## src/rtl/dma_word_packer.sv

```systemverilog
// dma_word_packer
// Packs variable-width byte chunks (1..8 bytes) from a DMA stream into
// 8-byte output beats. The first stream byte lands in bits [7:0] of a beat.
// A frame ends with an in_last chunk; the tail of the frame is flushed as a
// final, possibly partial, beat flagged with out_last.
//
// Optional feature macro: DMA_WORD_PACKER_STATS_EN
//   defined   -> beat_count / drop_count are live 16-bit wrapping counters
//   undefined -> both counters are tied to zero and no registers exist
//
// Handshake semantics (both ports): a transfer happens on a rising clk edge
// where valid and ready are both high. While out_valid is high and out_ready
// is low, out_data/out_bytes/out_last are held stable. in_ready and
// out_valid are decoded from registered state only, so neither depends
// combinationally on the opposite side of its handshake.

module dma_word_packer #(
  parameter int DEBUG = 1
) (
  input  logic        clk,
  input  logic        rst,
  input  logic [63:0] in_data,
  input  logic [3:0]  in_width,
  input  logic        in_valid,
  output logic        in_ready,
  input  logic        in_last,
  output logic [63:0] out_data,
  output logic [3:0]  out_bytes,
  output logic        out_last,
  output logic        out_valid,
  input  logic        out_ready,
  output logic [15:0] beat_count,
  output logic [15:0] drop_count
);

  localparam logic [0:0] ST_FILL  = 1'b0;
  localparam logic [0:0] ST_FLUSH = 1'b1;

  logic [127:0] acc;
  logic [4:0]   fill;
  logic [0:0]   state;

  logic [127:0] acc_shift, acc_next;
  logic [4:0]   fill_shift, fill_next;
  logic [0:0]   state_next;
  logic [63:0]  in_masked;
  logic         in_fire, out_fire, width_ok;

  assign width_ok  = (in_width != 4'd0) && (in_width <= 4'd8);
  assign in_ready  = (state == ST_FILL) && (fill <= 5'd8);
  assign out_valid = (fill >= 5'd8) || ((state == ST_FLUSH) && (fill != 5'd0));
  assign out_last  = (state == ST_FLUSH) && (fill <= 5'd8);
  assign out_bytes = (fill >= 5'd8) ? 4'd8 : fill[3:0];
  assign in_fire   = in_valid && in_ready;
  assign out_fire  = out_valid && out_ready;

  // Present accumulator bytes 0..7, zeroing lanes at or above fill.
  always_comb begin
    out_data = '0;
    for (int b = 0; b < 8; b++) begin
      if (5'(b) < fill) out_data[b*8 +: 8] = acc[b*8 +: 8];
    end
  end

  // Keep only the significant low in_width bytes of the incoming chunk.
  always_comb begin
    in_masked = '0;
    for (int b = 0; b < 8; b++) begin
      if (4'(b) < in_width) in_masked[b*8 +: 8] = in_data[b*8 +: 8];
    end
  end

  // Next state: beat shift first, then chunk append at the shifted fill.
  always_comb begin
    acc_shift  = acc;
    fill_shift = fill;
    state_next = state;
    if (out_fire) begin
      if (out_last) begin
        // Final beat of the frame: everything left is consumed.
        acc_shift  = '0;
        fill_shift = '0;
        state_next = ST_FILL;
      end else begin
        // A non-final beat always carries a full 8 bytes.
        acc_shift  = {64'h0, acc[127:64]};
        fill_shift = fill - 5'd8;
      end
    end
    acc_next  = acc_shift;
    fill_next = fill_shift;
    if (in_fire) begin
      if (width_ok) begin
        // Bytes above fill are always zero, so OR-in is a safe append.
        acc_next  = acc_shift | ({64'h0, in_masked} << {fill_shift, 3'b000});
        fill_next = fill_shift + {1'b0, in_width};
        if (in_last) state_next = ST_FLUSH;
      end else if (in_last && (fill_shift != 5'd0)) begin
        // Dropped chunk still closes the frame if data is pending.
        state_next = ST_FLUSH;
      end
    end
  end

  // Accumulator, fill level and frame state registers.
  always_ff @(posedge clk or posedge rst) begin
    if (rst) begin
      acc   <= '0;
      fill  <= '0;
      state <= ST_FILL;
    end else begin
      acc   <= acc_next;
      fill  <= fill_next;
      state <= state_next;
    end
  end

`ifdef DMA_WORD_PACKER_STATS_EN
  logic [15:0] beat_cnt, drop_cnt;

  // Free-running wrap-around counters of emitted beats and dropped chunks.
  always_ff @(posedge clk or posedge rst) begin
    if (rst) begin
      beat_cnt <= '0;
      drop_cnt <= '0;
    end else begin
      if (out_fire)              beat_cnt <= beat_cnt + 16'd1;
      if (in_fire && !width_ok)  drop_cnt <= drop_cnt + 16'd1;
    end
  end

  assign beat_count = beat_cnt;
  assign drop_count = drop_cnt;
`else
  assign beat_count = 16'd0;
  assign drop_count = 16'd0;
`endif

`ifndef SYNTHESIS
  // Trace beat emission and dropped chunks when DEBUG is enabled.
  always @(posedge clk) begin
    if ((DEBUG != 0) && !rst) begin
      if (out_fire)
        $display("dma_word_packer: beat data=%h bytes=%0d last=%0b",
                 out_data, out_bytes, out_last);
      if (in_fire && !width_ok)
        $display("dma_word_packer: dropped chunk width=%0d last=%0b",
                 in_width, in_last);
    end
  end
`endif

endmodule
```

## config.mk

```make
export PLATFORM = sky130hd
export DESIGN_NAME = dma_word_packer
export DESIGN_NICKNAME = d
export VERILOG_FILES = /design/src/rtl/dma_word_packer.sv
export SDC_FILE = /design/constraint.sdc
export NUM_CORES = 1
export LEC_CHECK = 0
export BUFFER_PORTS_ARGS = -buffer_cell sky130_fd_sc_hd__buf_4
export CAP_MARGIN = 20
export CORE_UTILIZATION = 53
export CTS_BUF_LIST = sky130_fd_sc_hd__clkbuf_8
export DETAILED_ROUTE_END_ITERATION = 12
export PLACE_DENSITY_LB_ADDON = 0.08
export SLEW_MARGIN = 40
export SYNTH_ARGS = -nofsm -noshare
export SYNTH_HDL_FRONTEND = slang
export SYNTH_SLANG_ARGS = --single-unit
```

## constraint.sdc

```tcl
create_clock -name clk -period 3.7 [get_ports clk]
set_clock_uncertainty 0.15 [all_clocks]
set_input_delay 0.185 -clock clk [delete_from_list [all_inputs] [get_ports clk]]
set_output_delay 0.185 -clock clk [all_outputs]
set_load 0.03 [all_outputs]
```

==> flow_summary_export.csv, run 1 <==
group,metric,value,unit
sta,rsz0062_at_grt,"no",
yosys,synth_edf_count,0,
yosys,synthCells,1244,
worst_setup_path,start_kind,"register",
power,powerDensity,919,nW/um2
worst_setup_path,crit_fanout,35,
final_layout,drive_gt1_share,20.0,%
sta,worst_pin_slew,0.858,ns
drt,firstDrtPassIters,8,
clocking,cts_tree,"done",
yosys,synth-simple-area-share,21.5,%
sta,hold_viol_final,0,
placement,port-buffer-count,143,
sta,finalSetupTns,0,ns
placement,dpl.hpwl,33.5,mm
clocking,clk_pin_slew,0.10,ns
drt,wirelength,46.6,mm
drt,wl_per_cell,29.2,um
status,outcome,"completed",
global_route,gr-total-overflow,0,
clocking,htreeDepth,4,
final_layout,fin_cells,1598,
yosys,async_reset_ff_share,100,%
hold_path,holdCritPathClass,"input pin to register",
clocking,postCtsSetupBuffers,0,
placement,placed_area,11300,um2
yosys,synth.top_cells.by_count,"134 x dfrtp_1, 119 x nand2_1, 102 x a21oi_1, 99 x nor2_1, 98 x o21ai_0",
global_route,grt_max_degree,135,
floorplanning,rows,49,
final_layout,design_area,11800,um2
clocking,cts_root_buf,"clkbuf_8",
final_layout,synthToLayoutAreaGrowth,17.5,%
clocking,cts.sink_count,134,
yosys,synth.area.top_cells,"dfrtp_1 34%, a21oi_1 5.1%, o21ai_0 4.9%",
sta,timing.final.crit_share,96.9,%
worst_setup_path,worstPathArrival,3.75,ns
yosys,yosysWarnings,0,
placement,place_congestion,1.11,
global_route,grt_pass1_vias,10700,
yosys,synth_cell_types,81,
power,fin_total_pwr,0.0108,W
yosys,muxShareOfSynthArea,4.53,%
yosys,ys_ff_latch,134,
yosys,synth_xor_area_share,0.263,%
floorplanning,die_x,139,um
drt,drc,0,
drt,routed.top_layer,"met4",
yosys,synthFlopType,"dfrtp_1",
clocking,worst_skew_pair.late_latency,0.47,ns
global_route,antenna_found_initial,0,
clocking,numCtsBuffers,17,
drt,first_iter_violations,1911,
yosys,yosysSeqAreaShare,33.5,%
drt,vias_per_cell,7.23,
yosys,yosys.area.top_type_share,33.5,%
clocking,clk_path_buf_depth,2,
yosys,syn_avg_cell_area,8.04,um2
yosys,yosysMostFrequentCell,"dfrtp_1",
worst_setup_path,critPathCaptureType,"register",
placement,pre_cts_ws,0.139,ns
drt,wl_met2,19.2,mm
worst_setup_path,path_class,"register to register",
global_route,grt_usage,48.2,%
yosys,synth_top_family_by_area,"compound AO/OA/AOI/OAI gates",
flow_run,drv_cap,0,
yosys,syn_area,10000,um2
floorplanning,core_area,18200,um2
global_route,grt_pass1_wl,69.1,mm
final_layout,final_nets,1438,
drt,num_vias,11600,
sta,setup_slack,0.116,ns
floorplanning,pin_count,176,
final_layout,antennaDiodeCount,0,
sta,finalCriticalPeriod,3.58,ns
sta,slew_viol_final,0,
drt,ant_nets,0,
yosys,synth_compound_area_share,31.0,%
sta,fmax,279,MHz
worst_setup_path,worst-endpoint-required,3.86,ns
sta,setup_viol,0,
drt,wl_met3,6.62,mm
power,vdd_drop_max,0.000774,V
yosys,yosysTopAreaCell,"dfrtp_1",
yosys,synth_adder_area_share,1.20,%
placement,dp_cells,1560,
floorplanning,chipHeight,139,um
sta,slew_headroom,42.6,%
drt,wl_met1,17.6,mm
floorplanning,die_area,19400,um2
power,power_leakage,5.27,nW
floorplanning,start_util,54.9,%
-- stage by stage --
step	util (%)	hold WS, ns
after floorplan	-	0.177
after global placement	61.7	0.309
after detailed placement	61.9	0.322
after CTS	64.3	0.00582
after global routing	64.5	0.0212
final	64.5	0.0142
-- path summary, 6_finish.rpt --
check	start	end	slack [ns]	cells after the start
worst max-delay path	fill[3]	acc[117]	0.12	9
worst min-delay path	in_data[1]	acc[17]	0.01	3
worst max register to register	fill[3]	acc[117]	0.12	9
worst min register to register	acc[120]	acc[120]	0.34	2
min in group asynchronous	rst	acc[25]	0.31	4
max in group asynchronous	rst	fill[0]	2.47	4
-- registers in the layout (all words and copies together) (netlist names) --
register and cells:
fill 5, state 1, acc 128
-- placed cells by master (no fill, tap or decap), types with 16 or more instances in the layout --
| cell type | count |
|---|---|
| nand2_1 | 118 |
| clkbuf_8 | 17 |
| mux2i_1 | 33 |
| o221ai_1 | 16 |
| buf_4 | 195 |
| a21oi_1 | 102 |
| nor3_1 | 26 |
| o211ai_1 | 23 |
| a31oi_1 | 19 |
| o22ai_1 | 62 |
| nor2b_1 | 32 |
| conb_1 | 32 |
| dfrtp_1 | 134 |
| a32oi_1 | 21 |
| and3_1 | 28 |
| and2_1 | 40 |
| nand4_1 | 16 |
| nor2_1 | 98 |
| o21ai_0 | 92 |
| nand3_1 | 30 |
-- critical path, cell delays in order, from the launching register on --
cell and delay [ns]:
dfrtp_1 0.48, inv_1 0.16, ha_1 0.18, nand3_1 0.35, nand2_1 0.23, buf_4 0.48
nor2_1 0.36, o2bb2ai_1 0.21, a221oi_1 0.57, o21ai_0 0.22
-- what timing repair did --
action / CTS / global route
endpoints found under the setup margin: 0 / 16
gates resized for setup: 0 / 3
hold endpoints to repair: 137 / 0
hold buffers: 4 / 0
-- cell type report --
| cell class | instances | area, um2 |
|---|---|---|
| repair buffers | 206 | 1620 |
| clock buffers | 17 | 234 |
| multi-input cells | 980 | 6020 |
| fillers | 1541 | 6460 |
| well taps | 229 | 287 |
| inverters | 17 | 67.6 |
| clock inverters | 15 | 166 |
| flip-flops and latches | 134 | 3350 |
-- logic make-up after synthesis --
kind of cell,count (synthesis)
other,1
AOI/OAI and AO/OA,464
xor gates and xnor gates,3
and+or+nand+nor,429
muxes,43
buffers and inverters,161
adders and majority gates,9
DFF,134
-- where the power goes --
part	switching [W]	internal, W
Sequential	0.000304	0.00195
Combinational	0.00494	0.00230
Clock	0.000708	0.000613
Total	0.00595	0.00486
-- per-layer routing --
| layer | global-route usage, % | vias to the layer above |
|---|---|---|
| li1 | - | 4826 |
| met3 | 16.3 | 224 |
| met4 | 27.5 | 0 |
| met2 | 67.8 | 1010 |
| met5 | 0 | - |
| met1 | 64.4 | 5491 |
Note: power is estimated with default switching activity, not from simulation.
==> run 2, diff against run 1 <==
CORE_ASPECT_RATIO = 0.75   (was default)
==> run 2 against run 1 <==
The run now ends with design-rule violations left. Sequential share of layout area about the same. Maximum frequency up 2.1%. Sequential power up 2%. First-iteration DRC count up 15%. Die area about the same. Wire length up 0.63%. Via count up 0.41%. Cell area about the same. Register-to-register slack better by 0.07 ns. Hold slack worse by 0.0073 ns. Count of clock-buffer cells in the layout unchanged. Critical path type unchanged. Highest routed layer unchanged.
==> flow_summary_export.csv, run 2 (synthesis results as in run 1) <==
group,metric,value,unit
worst_setup_path,cp_top_family,"simple AND/OR/NAND/NOR gates",
clocking,clk_pin_slew,0.10,ns
worst_setup_path,path_cells,"inv_1 > ha_1 > nand3_1 > buf_4 > nand2_1 > inv_1 > and3_1 > nand3_1 > or3_1 > o211ai_1",
worst_setup_path,crit_fanout,35,
final_layout,regMostFlops,"acc",
global_route,grt_max_degree,109,
clocking,clk_path_buf_depth,2,
sta,slew_headroom,35.8,%
sta,finalCriticalPeriod,3.51,ns
final_layout,final_cell_mix,"198 x buf_4, 134 x dfrtp_1, 118 x nand2_1",
worst_setup_path,path_class,"register to register",
worst_setup_path,cp_slowest_stage_delay,0.61,ns
sta,fmax,285,MHz
placement,place_congestion,1.14,
power,p_seq_share,21.2,%
power,power_leakage,5.28,nW
worst_setup_path,reg2regPathDepth,10,
status,violations,"design-rule violations",
sta,worst_pin_slew,0.936,ns
worst_setup_path,crit_buf_inv,3,
worst_setup_path,regToRegStartpoint,"fill[3]",
global_route,grt_pass1_wl,68.7,mm
power,vdd_drop_max,0.000589,V
worst_setup_path,worst-endpoint-required,3.92,ns
worst_setup_path,slowest_stage,"nand3_1",
final_layout,drive_gt1_share,19.9,%
drt,first_iter_violations,2194,
worst_setup_path,reg2reg_slack,0.19,ns
power,powerDensity,918,nW/um2
clocking,numCtsBuffers,17,
drt,ant_nets,0,
clocking,htreeDepth,4,
sta,rsz0062_at_grt,"no",
sta,finalSetupTns,0,ns
floorplanning,pin_count,176,
status,outcome,"finished with violations",
clocking,postCtsSetupBuffers,0,
hold_path,hold_end,"acc[21]",
floorplanning,die_x,161,um
worst_setup_path,critPathCaptureType,"register",
hold_path,holdCritPathClass,"input pin to register",
floorplanning,core_area,18500,um2
hold_path,min_path_cells,3,
clocking,worst_skew_pair.late_latency,0.48,ns
sta,slew_viol_final,0,
floorplanning,die_area,19400,um2
global_route,grt_usage,48.4,%
floorplanning,chipHeight,121,um
clocking,cts.sink_count,134,
floorplanning,start_util,54.2,%
drt,num_vias,11600,
flow_run,drv_cap,0,
power,combinationalPowerShare,67.2,%
global_route,grt_pass1_vias,10600,
floorplanning,rows,43,
final_layout,mostFrequentLayoutCell,"buf_4",
sta,setup_slack,0.190,ns
sta,timing.final.crit_share,94.9,%
global_route,gr-total-overflow,0,
worst_setup_path,start_kind,"register",
clocking,cts_root_buf,"clkbuf_8",
power,p_int,0.00478,W
final_layout,reg.largest.list,"acc (128), fill (5), state (1)",
placement,pre_cts_ws,0.349,ns
drt,drc,1,
sta,whs,0.00690,ns
global_route,antenna_found_initial,0,
final_layout,synthToLayoutAreaGrowth,17.4,%
final_layout,largest_reg_flops,128,
power,switchingPower,0.00599,W
placement,dpl.hpwl,34.2,mm
final_layout,antennaDiodeCount,0,
placement,port-buffer-count,143,
sta,hold_viol_final,0,
sta,setup_viol,0,
power,switching_share,55.6,%
hold_path,min_from,"in_data[5]",
final_layout,final_nets,1440,
worst_setup_path,worstPathArrival,3.73,ns
drt,vias_per_cell,7.17,
clocking,cts_tree,"done",
drt,firstDrtPassIters,12,
worst_setup_path,reg2reg_to,"acc[113]",
drt,wl_per_cell,29.0,um
drt,wirelength,46.9,mm
power,clockPowerShare,11.6,%
[run 2: worst max-delay path by stage]
stage | cells past startpoint | end | slack [ns] | startpoint
final | 10 | acc[113] | 0.19 | fill[3]
after global placement | 10 | acc[117] | 0.43 | fill[3]
after global routing | 10 | state | 0.04 | fill[3]
after floorplan | 14 | fill[3] | 0.55 | fill[3]
after detailed placement | 11 | acc[61] | 0.35 | fill[3]
after CTS | 10 | state | 0.18 | fill[3]
[run 2: area by class of cell]
class | instances | area (um2)
repair buffers | 208 | 1620
clock inverters | 15 | 141
fillers | 1625 | 6710
clock buffers | 17 | 234
multi-input cells | 980 | 6020
inverters | 17 | 67.6
well taps | 247 | 309
flip-flops and latches | 134 | 3350
[run 2: worst min-delay path, delay by kind of cell]
family / cells / cell delay [ns]
buffers and inverters: 1 / 0.09
AOI/OAI and AO/OA: 2 / 0.30
[run 2: power groups by stage]
| stage | clock network [W] | registers [W] | logic, W |
|---|---|---|---|
| global route | 0.00128 | 0.00234 | 0.00748 |
| floorplan | 0 | 0.00215 | 0.00446 |
| detailed placement | 0 | 0.00229 | 0.00686 |
| global placement | 0 | 0.00229 | 0.00677 |
| CTS | 0.00122 | 0.00227 | 0.00690 |
| finish | 0.00125 | 0.00229 | 0.00724 |
[run 2: through the flow]
step | cell area [um2] | cells | util, % | power [W]
after floorplan | 10100 | 1275 | - | 0.00661
final | 11700 | 1618 | 63.6 | 0.0108
after CTS | 11700 | 1618 | 63.6 | 0.0104
after detailed placement | 11300 | 1580 | 61.2 | 0.00915
after global placement | 11300 | 1578 | 61.0 | 0.00905
after global routing | 11700 | 1618 | 63.6 | 0.0111
[run 2: what timing repair did]
item                                    4_1_cts  5_1_grt
hold endpoints to repair                     21        0
gates resized for setup                       0        1
endpoints found under the setup margin        0        1
hold buffers                                  6        0
[run 2: layer usage]
layer	track usage [%]	routed length [um]	vias to the layer above
li1	-	-	4817
met1	64.2	18000	5420
met2	65.0	18400	1143
met3	22.7	7950	218
met4	24.1	2510	0
met5	2.41	0	-
